`src/rtl/kd_tree_ctrl_if.sv`:
```
`default_nettype none
// kd_tree_ctrl_if: start/status, center stream and root command/data port of kd_tree_ctrl.
interface kd_tree_ctrl_if #(
  parameter int COMMAND_SIZE = 5,
  parameter int DATA_SIZE    = 24,
  parameter int MAX_CENTERS  = 7
);
  localparam int CL_W = $clog2(MAX_CENTERS + 1);

  logic                    start;
  logic [DATA_SIZE-1:0]    center_data;
  logic                    center_valid;
  logic                    center_ready;
  logic [COMMAND_SIZE-1:0] command_to_root;
  logic [DATA_SIZE-1:0]    data_to_root;
  logic [COMMAND_SIZE-1:0] command_from_root;
  logic                    busy;
  logic                    done;
  logic                    error;
  logic [CL_W-1:0]         centers_loaded;
  logic [15:0]             sort_cycles;

  modport slave (
    input  start, center_data, center_valid, command_from_root,
    output center_ready, command_to_root, data_to_root,
           busy, done, error, centers_loaded, sort_cycles
  );

  modport master (
    output start, center_data, center_valid, command_from_root,
    input  center_ready, command_to_root, data_to_root,
           busy, done, error, centers_loaded, sort_cycles
  );
endinterface
`default_nettype wire

```
`src/rtl/kd_tree_ctrl.sv`:
```
`default_nettype none
// ============================================================================
// kd_tree_ctrl: sequences kd-tree root through reset, center fill and sort.
// Optional sort cycle counter: define KD_TREE_CTRL_CYCLE_COUNT_EN.
// Revision: 1.0
// ============================================================================
module kd_tree_ctrl #(
  parameter int COMMAND_SIZE   = 5,
  parameter int DATA_SIZE      = 24,
  parameter int MAX_CENTERS    = 7,
  parameter int TIMEOUT_CYCLES = 1024
) (
  input  logic           clk,
  input  logic           reset,
  kd_tree_ctrl_if.slave  bus
);
  localparam int CL_W  = $clog2(MAX_CENTERS + 1);
  localparam int TMO_W = $clog2(TIMEOUT_CYCLES + 1);

  localparam logic [COMMAND_SIZE-1:0] CMD_NOP       = COMMAND_SIZE'('h00);
  localparam logic [COMMAND_SIZE-1:0] CMD_FILL      = COMMAND_SIZE'('h01);
  localparam logic [COMMAND_SIZE-1:0] CMD_FILL_DONE = COMMAND_SIZE'('h05);
  localparam logic [COMMAND_SIZE-1:0] CMD_SORT      = COMMAND_SIZE'('h14);
  localparam logic [COMMAND_SIZE-1:0] CMD_SORT_DONE = COMMAND_SIZE'('h15);
  localparam logic [COMMAND_SIZE-1:0] CMD_RST       = COMMAND_SIZE'('h1f);
  localparam logic [COMMAND_SIZE-1:0] CMD_RST_DONE  = COMMAND_SIZE'('h1e);
  localparam logic [CL_W-1:0]         LOAD_MAX      = CL_W'(MAX_CENTERS);
  localparam logic [TMO_W-1:0]        TMO_LAST      = TMO_W'(TIMEOUT_CYCLES - 1);

  typedef enum logic [2:0] {
    S_IDLE, S_RST_TREE, S_FILL, S_SORT_KICK, S_SORT_WAIT, S_DONE, S_ERR
  } state_t;

  state_t                  r_state, w_state;
  logic [COMMAND_SIZE-1:0] r_cmd, w_cmd;
  logic [DATA_SIZE-1:0]    r_data, w_data;
  logic                    r_busy, w_busy;
  logic                    r_done, w_done;
  logic                    r_error, w_error;
  logic [CL_W-1:0]         r_loaded, w_loaded;
  logic [TMO_W-1:0]        r_tmo, w_tmo;
  logic                    w_ready;
  logic                    w_tmo_hit;

  // fill_done from the root beats the cap and blocks acceptance in the same cycle
  assign w_ready   = (r_state == S_FILL) && (bus.command_from_root != CMD_FILL_DONE)
                     && (r_loaded != LOAD_MAX);
  assign w_tmo_hit = (r_tmo == TMO_LAST);

  always_ff @(posedge clk or negedge reset) begin
    if (!reset) begin
      r_state  <= S_IDLE;
      r_cmd    <= CMD_NOP;
      r_data   <= '0;
      r_busy   <= 1'b0;
      r_done   <= 1'b0;
      r_error  <= 1'b0;
      r_loaded <= '0;
      r_tmo    <= '0;
    end else begin
      r_state  <= w_state;
      r_cmd    <= w_cmd;
      r_data   <= w_data;
      r_busy   <= w_busy;
      r_done   <= w_done;
      r_error  <= w_error;
      r_loaded <= w_loaded;
      r_tmo    <= w_tmo;
    end
  end

  always_comb begin
    w_state  = r_state;
    w_cmd    = CMD_NOP;
    w_data   = r_data;
    w_busy   = (r_state != S_IDLE);
    w_done   = (r_state == S_DONE);
    w_error  = r_error;
    w_loaded = r_loaded;
    w_tmo    = r_tmo;
    case (r_state)
      S_IDLE: begin
        w_data = '0;
        if (bus.start && !r_busy) begin
          w_error  = 1'b0;
          w_loaded = '0;
          w_tmo    = '0;
          w_state  = S_RST_TREE;
        end
      end
      S_RST_TREE: begin
        w_cmd  = CMD_RST;
        w_data = '0;
        if (bus.command_from_root == CMD_RST_DONE) begin
          w_state = S_FILL;
          w_tmo   = '0;
        end else if (w_tmo_hit) begin
          w_cmd   = CMD_NOP;
          w_error = 1'b1;
          w_state = S_ERR;
          w_tmo   = '0;
        end else begin
          w_tmo = r_tmo + 1'b1;
        end
      end
      S_FILL: begin
        if (!w_ready) begin
          w_state = S_SORT_KICK;
          w_tmo   = '0;
        end else if (bus.center_valid) begin
          w_cmd    = CMD_FILL;
          w_data   = bus.center_data;
          w_loaded = r_loaded + 1'b1;
          w_tmo    = '0;
        end else if (w_tmo_hit) begin
          w_error = 1'b1;
          w_state = S_ERR;
          w_tmo   = '0;
        end else begin
          w_tmo = r_tmo + 1'b1;
        end
      end
      S_SORT_KICK: begin
        w_cmd   = CMD_SORT;
        w_data  = '0;
        w_state = S_SORT_WAIT;
        w_tmo   = '0;
      end
      S_SORT_WAIT: begin
        w_data = '0;
        if (bus.command_from_root == CMD_SORT_DONE) begin
          w_state = S_DONE;
          w_tmo   = '0;
        end else if (w_tmo_hit) begin
          w_error = 1'b1;
          w_state = S_ERR;
          w_tmo   = '0;
        end else begin
          w_tmo = r_tmo + 1'b1;
        end
      end
      S_DONE:  w_state = S_IDLE;
      S_ERR: begin
        w_data  = '0;
        w_state = S_IDLE;
      end
      default: w_state = S_IDLE;
    endcase
  end

`ifdef KD_TREE_CTRL_CYCLE_COUNT_EN
  logic [15:0] r_sort_cycles;

  always_ff @(posedge clk or negedge reset) begin
    if (!reset) begin
      r_sort_cycles <= '0;
    end else if (r_state == S_SORT_KICK) begin
      r_sort_cycles <= '0;
    end else if ((r_state == S_SORT_WAIT) && (r_sort_cycles != 16'hFFFF)) begin
      r_sort_cycles <= r_sort_cycles + 16'd1;
    end
  end

  assign bus.sort_cycles = r_sort_cycles;
`else
  assign bus.sort_cycles = 16'd0;
`endif

  assign bus.center_ready    = w_ready;
  assign bus.command_to_root = r_cmd;
  assign bus.data_to_root    = r_data;
  assign bus.busy            = r_busy;
  assign bus.done            = r_done;
  assign bus.error           = r_error;
  assign bus.centers_loaded  = r_loaded;
endmodule
`default_nettype wire

```
`src/flat_wrapper.sv`:
```
// flat-port wrapper written by rule: the top's interface ports become plain ports
module kd_tree_ctrl_flat 
#(
  parameter int COMMAND_SIZE   = 5,
  parameter int DATA_SIZE      = 24,
  parameter int MAX_CENTERS    = 7,
  parameter int TIMEOUT_CYCLES = 1024
)
  (clk, reset, bus_start, bus_center_data, bus_center_valid, bus_command_from_root, bus_center_ready, bus_command_to_root, bus_data_to_root, bus_busy, bus_done, bus_error, bus_centers_loaded, bus_sort_cycles);
  kd_tree_ctrl_if #(.COMMAND_SIZE(COMMAND_SIZE), .DATA_SIZE(DATA_SIZE), .MAX_CENTERS(MAX_CENTERS)) bus_i ();
  input  logic clk;
  input  logic reset;
  input wire logic [$bits(bus_i.start)-1:0] bus_start;
  input wire logic [$bits(bus_i.center_data)-1:0] bus_center_data;
  input wire logic [$bits(bus_i.center_valid)-1:0] bus_center_valid;
  input wire logic [$bits(bus_i.command_from_root)-1:0] bus_command_from_root;
  output wire logic [$bits(bus_i.center_ready)-1:0] bus_center_ready;
  output wire logic [$bits(bus_i.command_to_root)-1:0] bus_command_to_root;
  output wire logic [$bits(bus_i.data_to_root)-1:0] bus_data_to_root;
  output wire logic [$bits(bus_i.busy)-1:0] bus_busy;
  output wire logic [$bits(bus_i.done)-1:0] bus_done;
  output wire logic [$bits(bus_i.error)-1:0] bus_error;
  output wire logic [$bits(bus_i.centers_loaded)-1:0] bus_centers_loaded;
  output wire logic [$bits(bus_i.sort_cycles)-1:0] bus_sort_cycles;
  assign bus_i.start = bus_start;
  assign bus_i.center_data = bus_center_data;
  assign bus_i.center_valid = bus_center_valid;
  assign bus_i.command_from_root = bus_command_from_root;
  assign bus_center_ready = bus_i.center_ready;
  assign bus_command_to_root = bus_i.command_to_root;
  assign bus_data_to_root = bus_i.data_to_root;
  assign bus_busy = bus_i.busy;
  assign bus_done = bus_i.done;
  assign bus_error = bus_i.error;
  assign bus_centers_loaded = bus_i.centers_loaded;
  assign bus_sort_cycles = bus_i.sort_cycles;
  kd_tree_ctrl #(.COMMAND_SIZE(COMMAND_SIZE), .DATA_SIZE(DATA_SIZE), .MAX_CENTERS(MAX_CENTERS), .TIMEOUT_CYCLES(TIMEOUT_CYCLES)) u_core (.clk(clk), .reset(reset), .bus(bus_i));
endmodule
```
`config.mk`:
```
export PLATFORM = sky130hd
export DESIGN_NAME = kd_tree_ctrl_flat
export DESIGN_NICKNAME = d
export VERILOG_FILES = /design/src/rtl/kd_tree_ctrl_if.sv /design/src/rtl/kd_tree_ctrl.sv /design/src/flat_wrapper.sv
export SDC_FILE = /design/constraint.sdc
export NUM_CORES = 1
export LEC_CHECK = 0
export CORE_MARGIN = 3
export CORE_UTILIZATION = 40
export DETAILED_ROUTE_END_ITERATION = 8
export PLACE_DENSITY = 0.86
export SETUP_SLACK_MARGIN = 0.02
export SLEW_MARGIN = 15
export SYNTH_ARGS = -nofsm -noshare
export SYNTH_HDL_FRONTEND = slang
export SYNTH_SLANG_ARGS = --single-unit
```
`constraint.sdc`:
```
create_clock -name clk -period 1.8 [get_ports clk]
set_clock_uncertainty 0.05 [all_clocks]
set_input_delay 0.36 -clock clk [delete_from_list [all_inputs] [get_ports clk]]
set_output_delay 0.36 -clock clk [all_outputs]
set_load 0.01 [all_outputs]
```
-- Word-level counts from Yosys, hierarchy flattened
Cells that the tools add are included.
- bits in registers: 49
- bits of input ports: 33
- output and inout bits: 52
- add/subtract/negate cells: 2
- equal/unequal tests: 18
- muxes and demuxes: 33
- reductions and logical operators: 16
- operator list (operator ; count):
    11-bit two-way mux ; 6
    11-bit one-hot mux with 5 select lines ; 1
    24-bit two-way mux ; 2
    24-bit one-hot mux with 2 select lines ; 1
    3-bit two-way mux ; 9
    5-bit two-way mux ; 3
    3-bit one-hot mux with 5 select lines ; 1
    5-bit one-hot mux with 3 select lines ; 1
    11-bit by 1-bit adder with 11-bit output, second input constant ; 1
    11-bit by 10-bit == test with 1-bit output, second input constant ; 1
    5-bit == test, second input constant ; 2
    2-bit != test, second input constant ; 5
    3-bit == test, second input constant ; 3
    1-bit two-way mux ; 7
    3-bit by 2-bit == test with 1-bit output, second input constant ; 2
    3-bit != test, second input constant ; 2
    3-bit one-hot mux with 2 select lines ; 1
    6-bit AND reduction ; 1
    5-bit by 3-bit != test with 1-bit output, second input constant ; 1
    5-bit nonzero test ; 1
    5-bit OR reduction ; 1
    1-bit one-hot mux with 4 select lines ; 1
    2-bit AND reduction ; 2
    4-bit AND reduction ; 1
    other kinds (10) ; 13

-- Depth between registers and ports, before layout
Gate-level depths: netlist (run 1).
- depth in word-level cells: 5
- gate-level depth with buffers: 7

-- Worst setup path after synthesis (run 1)
OpenSTA, ideal clock, no wires.
- path type: register to register
- start point: register u_core.r_state[2]
- end point: register u_core.r_tmo[3]
- setup time: 0.080 ns
- data arrival time: 1.749 ns
- slack: -0.079 ns
- stages on the path, launching flop included: 8
- cell sequence: dfrtp_1 > buf_6 > or3b_4 > a211oi_4 > a221o_1 > buf_4 > o21ai_4 > o211ai_2
- longest elaborated chain between the ends: 5
- ends and longest elaborated chain (what ; line ; source):
    from (decl) ; kd_tree_ctrl.sv:34 ; state_t r_state, w_state;
    from (signal assigned) ; kd_tree_ctrl.sv:61 ; r_state <= w_state;
    3-bit by 2-bit == test with 1-bit output ; kd_tree_ctrl.sv:46 ; assign w_ready = (r_state == S_FILL) && (bus.command_from_root != CMD_FILL_DONE)
    1-bit logical AND ; kd_tree_ctrl.sv:46 ;
    1-bit logical AND ; kd_tree_ctrl.sv:47 ; && (r_loaded != LOAD_MAX);
    net bus_center_ready ; flat_wrapper.sv:17 ; output wire logic [$bits(bus_i.center_ready)-1:0] bus_center_ready;
    11-bit two-way mux ; kd_tree_ctrl.sv:107 ; if (!w_ready) begin
    11-bit one-hot mux with 5 select lines ; kd_tree_ctrl.sv:81 ; case (r_state)
    to (signal assigned) ; kd_tree_ctrl.sv:68 ; r_tmo <= w_tmo;
    to (decl) ; kd_tree_ctrl.sv:41 ; logic [TMO_W-1:0] r_tmo, w_tmo;
The timed path passes the listed nets, and every way through them passes these cells.
A chain may end at the register's enable or synchronous reset.

-- Worst setup path in the final report (run 1)
- start point: register u_core.r_state[0]
- end point: output bus_center_ready
- longest elaborated chain between the ends: 3
- ends and longest elaborated chain (what ; line):
    3-bit by 2-bit == test with 1-bit output ; kd_tree_ctrl.sv:46
    1-bit logical AND ; kd_tree_ctrl.sv:46
    1-bit logical AND ; kd_tree_ctrl.sv:47
    to (decl) ; flat_wrapper.sv:17
Every way passes these cells.

==> results of run 1 <==
==> sequential cells by signal, summed over array words and instances (netlist names) <==
register                    cells
u_core.bus.busy                 1
u_core.r_tmo                   11
u_core.bus.command_to_root      3
u_core.bus.error                1
u_core.bus.done                 1
u_core.bus.data_to_root        24
u_core.bus.centers_loaded       3
u_core.r_state                  3
==> tightest hold or removal path, stage by stage (launching register included) <==
cell and delay (ns):
dfrtp_1 0.35, o21ai_0 0.08, nand2_1 0.05
==> per-stage QoR <==
step / util (%) / TNS (ns) / setup slack [ns]
floorplan: - / -0.00544 / -0.00272
detailed placement: 60.4 / -19.02 / -0.568
finish: 64.8 / -0.444 / -0.0762
global route: 64.8 / -1.72 / -0.115
CTS: 64.2 / -0.264 / -0.0730
global placement: 60.4 / -17.34 / -0.555
==> repair_timing <==
action / CTS / global route
buffers inserted: 1 / 0
resized for setup: 26 / 7
hold endpoints to repair: 21 / 0
hold buffers: 1 / 0
endpoints found under the setup margin: 43 / 41
gates cloned: 2 / 0
pin swaps: 11 / 5
==> cell type report <==
cell class                      count  area, um2  area share [%]
Clock buffer                        5       68.8            2.02
Clock inverter                      3       47.5            1.39
Inverter                            8       30.0           0.880
Multi-Input combinational cell    144       1010            29.7
Sequential cell                    47       1180            34.5
Tap cell                           70       87.6            2.57
Timing Repair Buffer              104        991            29.0
==> kinds of logic after synthesis <==
kind of cell | count (synthesis) | synth area share, %
and+or+nand+nor | 61 | 14.0
AOI/OAI and AO/OA | 56 | 19.7
DFF | 47 | 52.2
buffers and inverters | 36 | 9.72
xor gates and xnor gates | 4 | 1.55
adders and majority gates | 3 | 1.67
muxes | 2 | 0.944
other | 1 | 0.166
==> metal layers <==
| layer | wire [um] | GRT usage (%) |
|---|---|---|
| met5 | 0 | 0 |
| met4 | 73 | 6.08 |
| met3 | 331 | 3.66 |
| met2 | 3090 | 30.5 |
| met1 | 2500 | 24.5 |
==> power by group through the flow <==
stage          Combinational [mW]  Sequential, mW  Clock [mW]
6_report                     1.23            1.23       0.792
5_1_grt                      1.33            1.24       0.849
4_1_cts                      1.19            1.23       0.812
3_5_place_dp                 1.09            1.25           0
3_3_place_gp                 1.05            1.24           0
2_1_floorplan               0.585            1.29           0
==> final timing paths <==
| check | slack [ns] | cells after the start | startpoint | endpoint |
|---|---|---|---|---|
| worst max-delay path | -0.08 | 3 | u_core.r_state[0] | bus_center_ready |
| worst min-delay path | 0.46 | 2 | u_core.bus.error | u_core.bus.error |
| worst max register to register | -0.06 | 6 | u_core.r_state[0] | u_core.r_tmo[3] |
| worst min register to register | 0.46 | 2 | u_core.bus.error | u_core.bus.error |
| max in group asynchronous | 0.64 | 3 | reset | u_core.r_tmo[5] |
| min in group asynchronous | 0.52 | 2 | reset | u_core.bus.data_to_root[11] |
==> placed cells by master (no fill, tap or decap), drive strengths merged, types with 2 or more instances in the layout <==
| cell type | instances |
|---|---|
| o22ai | 2 |
| a21oi | 6 |
| dfrtp | 47 |
| nand2b | 3 |
| dlygate4sd2 | 6 |
| nand3 | 6 |
| nand2 | 20 |
| and4 | 3 |
| or3b | 2 |
| buf | 37 |
| nor3 | 2 |
| nor2b | 2 |
| xnor2 | 2 |
| nand4 | 5 |
| conb | 16 |
| ha | 3 |
| a22oi | 2 |
| nor2 | 12 |
| a221o | 2 |
| xor2 | 2 |
| o211ai | 3 |
| and3 | 2 |
| clkdlybuf4s50 | 60 |
| o21ai | 12 |
| a22o | 26 |
| inv | 9 |
| clkbuf | 5 |
==> summary.md, run 1 <==
| Metric | Value |
|---|---|
| Status | `complete, but fails checks` |
| Violations in the final reports | `negative setup slack` |
| Via count of the first global-routing pass | `approximately 1900` |
| Initial Utilization | `a little over two fifths` |
| Final Routed Wirelength | `approximately 6000 um` |
| Final Non-Filler Cells | `381` |
| Antenna Violating Nets Remaining | `0` |
| Share of the cycle needed by the critical path after routing | `104%` |
| Floorplan core area | `approximately 5300 um2` |
| Area leader, netlist | `dfrtp_1` |
| Maximum buffer depth of the clock tree | `2` |
| Unrepaired setup endpoints after global routing | `yes` |
| Cell family with the largest share of critical-path delay | `simple AND/OR/NAND/NOR gates` |
| Die footprint | `6570 um2` |
| Portion of the post-synthesis area used by sequential elements | `roughly 52%` |
| Horizontal extent of the die | `slightly above 80 um` |
| Share of final-layout standard cells stronger than drive strength 1 | `21.9%` |
| Cell Count Post-Placement | `between 300 and 400` |
| Final global-route overflow total | `0` |
| Net count, final | `346` |
| Largest incremental delay on the critical path | `about 0.43 ns` |
| Count of pins on the block boundary | `85` |
| Number of detailed-route iterations in the first pass | `4` |
| Syn-to-layout area delta | `51.5%` |
| Total net switching power | `between 1 and 1.5 mW` |
| # clock sinks | `between 40 and 50` |
| Commonest cells post-synth | `47 x dfrtp_1, 26 x a22o_1, 20 x nand2_1` |
| Combined area of all synthesized cells | `roughly 2300 um2` |
| Top achievable clock speed | `roughly 530 MHz` |
| Static Leakage | `1.58 nW` |
| Peak supply drop | `roughly 0.56 mV` |
| CP startpoint kind | `flip-flop` |
| HPWL after DPL | `approximately 4200 um` |
| Arrival time at the worst endpoint | `1.47 ns` |
| Post-route cell area | `3410 um2` |
| H-Tree Level Count | `2` |
| Cell variety after synth | `42` |
| Area share of the largest cell type after synthesis | `52.2%` |
| Type of destination of the critical path | `output port` |
| Routability congestion estimate | `between 0.8 and 0.9` |
| Number of antenna diodes | `0` |
| DRC violations left | `0` |
| Avg Cell Area, Syn | `roughly 11 um2` |
| Leading post-synthesis cells by cell area | `dfrtp_1 52%, a22o_1 10%, buf_4 6.3%, nand2_1 3.3%, nor2_1 2.0%` |
| Reg power frac | `37.8%` |
| Power share of the combinational group | `a little under two fifths` |
| Ratio of total power to cell area | `about 950 nW/um2` |
| Flop and latch count out of synthesis | `47` |
| First-pass GRT wire length | `roughly 9400 um` |
| CTS tree | `done` |
| Final count of hold timing violations | `0` |
| Number of violations reported at the end of detailed-routing iteration 0 | `~150` |
| Slowest cell on the critical path | `or3b_4` |
| Vert. Die Dim | `about 81 um` |
| EDFF count, synth | `0` |
| Buffering stage count on the worst path with inverters included | `1` |
| Later-pin clock latency in the skew report | `just over 0.3 ns` |
| Num CTS Buffers | `5` |
| Max_cap viols | `0` |
| Commonest register cell after synthesis | `dfrtp_1` |
| Clock-pin slew of the registers on the worst-case setup and hold paths | `0.09 ns` |
| Detail-routed via count per cell | `5.19` |
| Required time worst endpoint | `1.39 ns` |
| Smallest hold slack | `0.456 ns` |
| Pin count of the biggest net entering global routing | `27` |
| Ordered cell list for the critical path | `or3b_4 > a211oi_4 > buf_6` |
| Internal power | `between 2 and 2.5 mW` |
| Pin slew with the least headroom to its limit | `0.541 ns` |
| Cell at the root of the clock tree | `clkbuf_8` |
| Type of the worst setup path | `flip-flop to output port` |
| Count of port buffers added during placement | `68` |
| Peak fanout along the critical path | `2` |
| YS warnings | `0` |
| Clock network fraction of design power | `24.4%` |
| Final Setup Violations | `11` |
| Max_slew headroom | `63.9%` |
| Number of pins exceeding their max-slew limit in the final report | `0` |
| Total via count after detailed routing | `1977` |
| Cell with the most instances after synthesis | `dfrtp_1` |
| Tot Pwr | `between 3 and 4 mW` |
| FFs w/ async S/R, synth | `100%` |
| Number of instances in the synthesized netlist | `210` |
| Number of filler cells placed in the layout | `395` |
| Sw Ratio | `roughly a third` |
| Total routing resource utilization after global routing | `about 19%` |
| Rows | `26` |
| Post-layout min period | `between 1.5 and 2 ns` |
| Type of the most critical hold path | `flip-flop to flip-flop` |
| Placed cell areas | `3180 um2` |
| Min setup slack post-route | `-0.0762 ns` |
| Number of antenna violations at the first check in global routing | `0` |
| Average routed wire per standard cell | `~16 um` |
Note: power is estimated with default switching activity, not from simulation.
==> run 2, diff against run 1 <==
- CAP_MARGIN: default -> 20
- PLACE_DENSITY: 0.86 -> 0.83
- REMOVE_ABC_BUFFERS: default -> 1
==> summary.md, run 2 (same netlist as run 1, synthesis figures left out) <==
| Metric | Value |
|---|---|
| Post-layout min period | `between 1.5 and 2 ns` |
| Peak supply drop | `0.459 mV` |
| Placed cell areas | `3150 um2` |
| First-pass GRT wire length | `approximately 10000 um` |
| Share of the cycle needed by the critical path after routing | `107%` |
| Vert. Die Dim | `between 80 and 90 um` |
| Number of antenna diodes | `0` |
| Sw Ratio | `33.2%` |
| Met1 Wirelength | `~2600 um` |
| Arrival time at the worst endpoint | `around 2.1 ns` |
| Detailed-routed wire length on met2 | `around 3700 um` |
| Final count of hold timing violations | `0` |
| Max_slew headroom | `66.8%` |
| Final Setup Violations | `37` |
| # clock sinks | `between 40 and 50` |
| Pin slew with the least headroom to its limit | `0.493 ns` |
| Worst-case register-to-register setup slack | `-0.12 ns` |
| Horizontal extent of the die | `81.1 um` |
| Min setup slack post-route | `-0.124 ns` |
| Pin count of the biggest net entering global routing | `29` |
| Top achievable clock speed | `approximately 520 MHz` |
| Static Leakage | `around 1.7 nW` |
| Net count, final | `approximately 350` |
| Status | `complete, but fails checks` |
| Cell Count Post-Placement | `approximately 370` |
| Routability congestion estimate | `between 0.8 and 0.9` |
| Leading cell type in the layout, fill and taps excluded | `clkdlybuf4s50_1` |
| Syn-to-layout area delta | `59.3%` |
| Most prevalent standard cell on the critical path | `ha_4` |
| Number of detailed-route iterations in the first pass | `5` |
| Post-route cell area | `3590 um2` |
| Number of antenna violations at the first check in global routing | `0` |
| Type of destination of the critical path | `flip-flop` |
| HPWL after DPL | `just under 4000 um` |
| Violations in the final reports | `negative setup slack` |
| Average routed wire per standard cell | `17.9 um` |
| Count of cells along the worst hold path | `1` |
| Uppermost signal routing layer after detailed routing | `met4` |
| Total via count after detailed routing | `between 2000 and 2500` |
| DRC violations left | `0` |
| Rows | `26` |
| Total net switching power | `1.14 mW` |
| Clock network fraction of design power | `23.5%` |
| Peak fanout along the critical path | `5` |
| Crit Reg-Reg Endpoint | `u_core.r_tmo[2]` |
| Num CTS Buffers | `5` |
| CTS tree | `done` |
| Later-pin clock latency in the skew report | `around 0.30 ns` |
| Number of filler cells placed in the layout | `roughly 370` |
| Largest incremental delay on the critical path | `roughly 0.47 ns` |
| Total routing resource utilization after global routing | `between 20% and 30%` |
| Clock-pin slew of the registers on the worst-case setup and hold paths | `~0.10 ns` |
| Commonest non-fill, non-tap cells in the layout | `59 x clkdlybuf4s50_1, 47 x dfrtp_1, 28 x buf_4` |
| Final global-route overflow total | `0` |
| Slowest cell on the critical path | `a221o_2` |
| Type of the most critical hold path | `flip-flop to flip-flop` |
| Type of the worst setup path | `flip-flop to flip-flop` |
| Detail-routed via count per cell | `about 5.4` |
| Final Routed Wirelength | `approximately 7000 um` |
| Unrepaired setup endpoints after global routing | `yes` |
| Floorplan core area | `about 5300 um2` |
| Startpoint of the lowest-slack register-to-register path | `u_core.bus.centers_loaded[1]` |
| CP startpoint kind | `flip-flop` |
| Final Non-Filler Cells | `389` |
| Routed wl met3 | `529 um` |
| Die footprint | `roughly 6600 um2` |
| Number of violations reported at the end of detailed-routing iteration 0 | `about 160` |
| Destination of the worst hold path | `u_core.bus.data_to_root[23]` |
| Share of final-layout standard cells stronger than drive strength 1 | `approximately a quarter` |
| Antenna Violating Nets Remaining | `0` |
| Reg power frac | `about 36%` |
| Ordered cell list for the critical path | `ha_4 > ha_4 > a211oi_4 > buf_6 > a221o_2 > buf_4 > a21oi_2 > o22ai_2` |
| Max_cap viols | `0` |
| Power share of the combinational group | `between 40 and 50%` |
| Initial Utilization | `a little over two fifths` |
| Hold Crit Start | `u_core.bus.data_to_root[23]` |
| H-Tree Level Count | `2` |
| Required time worst endpoint | `about 1.9 ns` |
| Count of pins on the block boundary | `between 80 and 90` |
| R2R cell count | `8` |
| Maximum buffer depth of the clock tree | `2` |
| Cell at the root of the clock tree | `clkbuf_8` |
| Number of pins exceeding their max-slew limit in the final report | `0` |
| Via count of the first global-routing pass | `between 2000 and 2500` |
| Flip-flop count of the largest register after layout | `24` |
| Count of port buffers added during placement | `68` |
| Internal power | `roughly 2.3 mW` |
| Ratio of total power to cell area | `953 nW/um2` |
-- run 2: cell types whose count changed in the layout (fill, tap and decap cells not counted), sizes merged --
cell	delta
clkbuf	+2
clkdlybuf4s50	-1
dlygate4sd2	-2
dlymetal6s2s	+3
buf	+6
-- run 2: repair_timing --
| item | 4_1_cts | 5_1_grt |
|---|---|---|
| resized for setup | 28 | 16 |
| cloned | 4 | 3 |
| endpoints found under the setup margin | 42 | 45 |
| setup buffers | 7 | 3 |
| endpoints found under the hold margin | 19 | 0 |
| hold buffers | 1 | 0 |
| pin swaps | 28 | 14 |
-- run 2: metal layers --
metal | vias up | track usage (%)
met5 | - | 0
met2 | 124 | 34.6
met3 | 17 | 5.32
met1 | 1028 | 24.1
met4 | 0 | 7.77
li1 | 944 | -
-- run 2: power groups by stage --
stage | Combinational, mW | Sequential, mW | Clock [mW]
2_1_floorplan | 0.419 | 1.32 | 0
3_3_place_gp | 1.09 | 1.24 | 0
3_5_place_dp | 1.12 | 1.25 | 0
4_1_cts | 1.23 | 1.23 | 0.816
5_1_grt | 1.48 | 1.25 | 0.864
6_report | 1.38 | 1.24 | 0.803
-- run 2: worst max-delay path by stage --
stage	startpoint	end	slack, ns	depth (start not counted)
floorplan	u_core.r_state[1]	u_core.bus.centers_loaded[0]	-0.39	4
global placement	bus_command_from_root[1]	bus_center_ready	-0.54	4
detailed placement	bus_command_from_root[1]	bus_center_ready	-0.58	4
CTS	u_core.r_state[0]	bus_center_ready	-0.13	3
global route	u_core.bus.centers_loaded[0]	u_core.r_tmo[8]	-0.19	8
finish	u_core.bus.centers_loaded[1]	u_core.r_tmo[2]	-0.12	8
-- run 2: worst max-delay path, delay by kind of cell, from the launching register on --
| kind | cells | cell delay, ns |
|---|---|---|
| DFF | 1 | 0.41 |
| AOI/OAI and AO/OA | 4 | 0.74 |
| buffers and inverters | 2 | 0.30 |
| adders and majority gates | 2 | 0.32 |
-- run 2: final cells by class --
| cell class | instances | area (um2) | share of cell area (%) |
|---|---|---|---|
| clock buffer | 5 | 68.8 | 1.92 |
| clock inverter | 3 | 47.5 | 1.32 |
| inverter | 8 | 30.0 | 0.837 |
| multi-input combinational | 144 | 1040 | 28.9 |
| sequential | 47 | 1180 | 32.8 |
| tap | 70 | 87.6 | 2.44 |
| timing repair buffer | 112 | 1140 | 31.8 |
-- run 2: through the flow --
| step | hold WS [ns] | setup slack (ns) | utilization (%) | power [mW] | TNS (ns) |
|---|---|---|---|---|---|
| 2_1_floorplan | 0.0144 | -0.392 | - | 1.74 | -12.26 |
| 6_report | 0.458 | -0.124 | 68.1 | 3.42 | -1.47 |
| 3_5_place_dp | 0.300 | -0.578 | 59.7 | 2.37 | -19.78 |
| 3_3_place_gp | 0.284 | -0.543 | 59.7 | 2.33 | -17.47 |
| 4_1_cts | 0.459 | -0.128 | 66.1 | 3.28 | -2.02 |
| 5_1_grt | 0.472 | -0.191 | 68.1 | 3.60 | -4.06 |
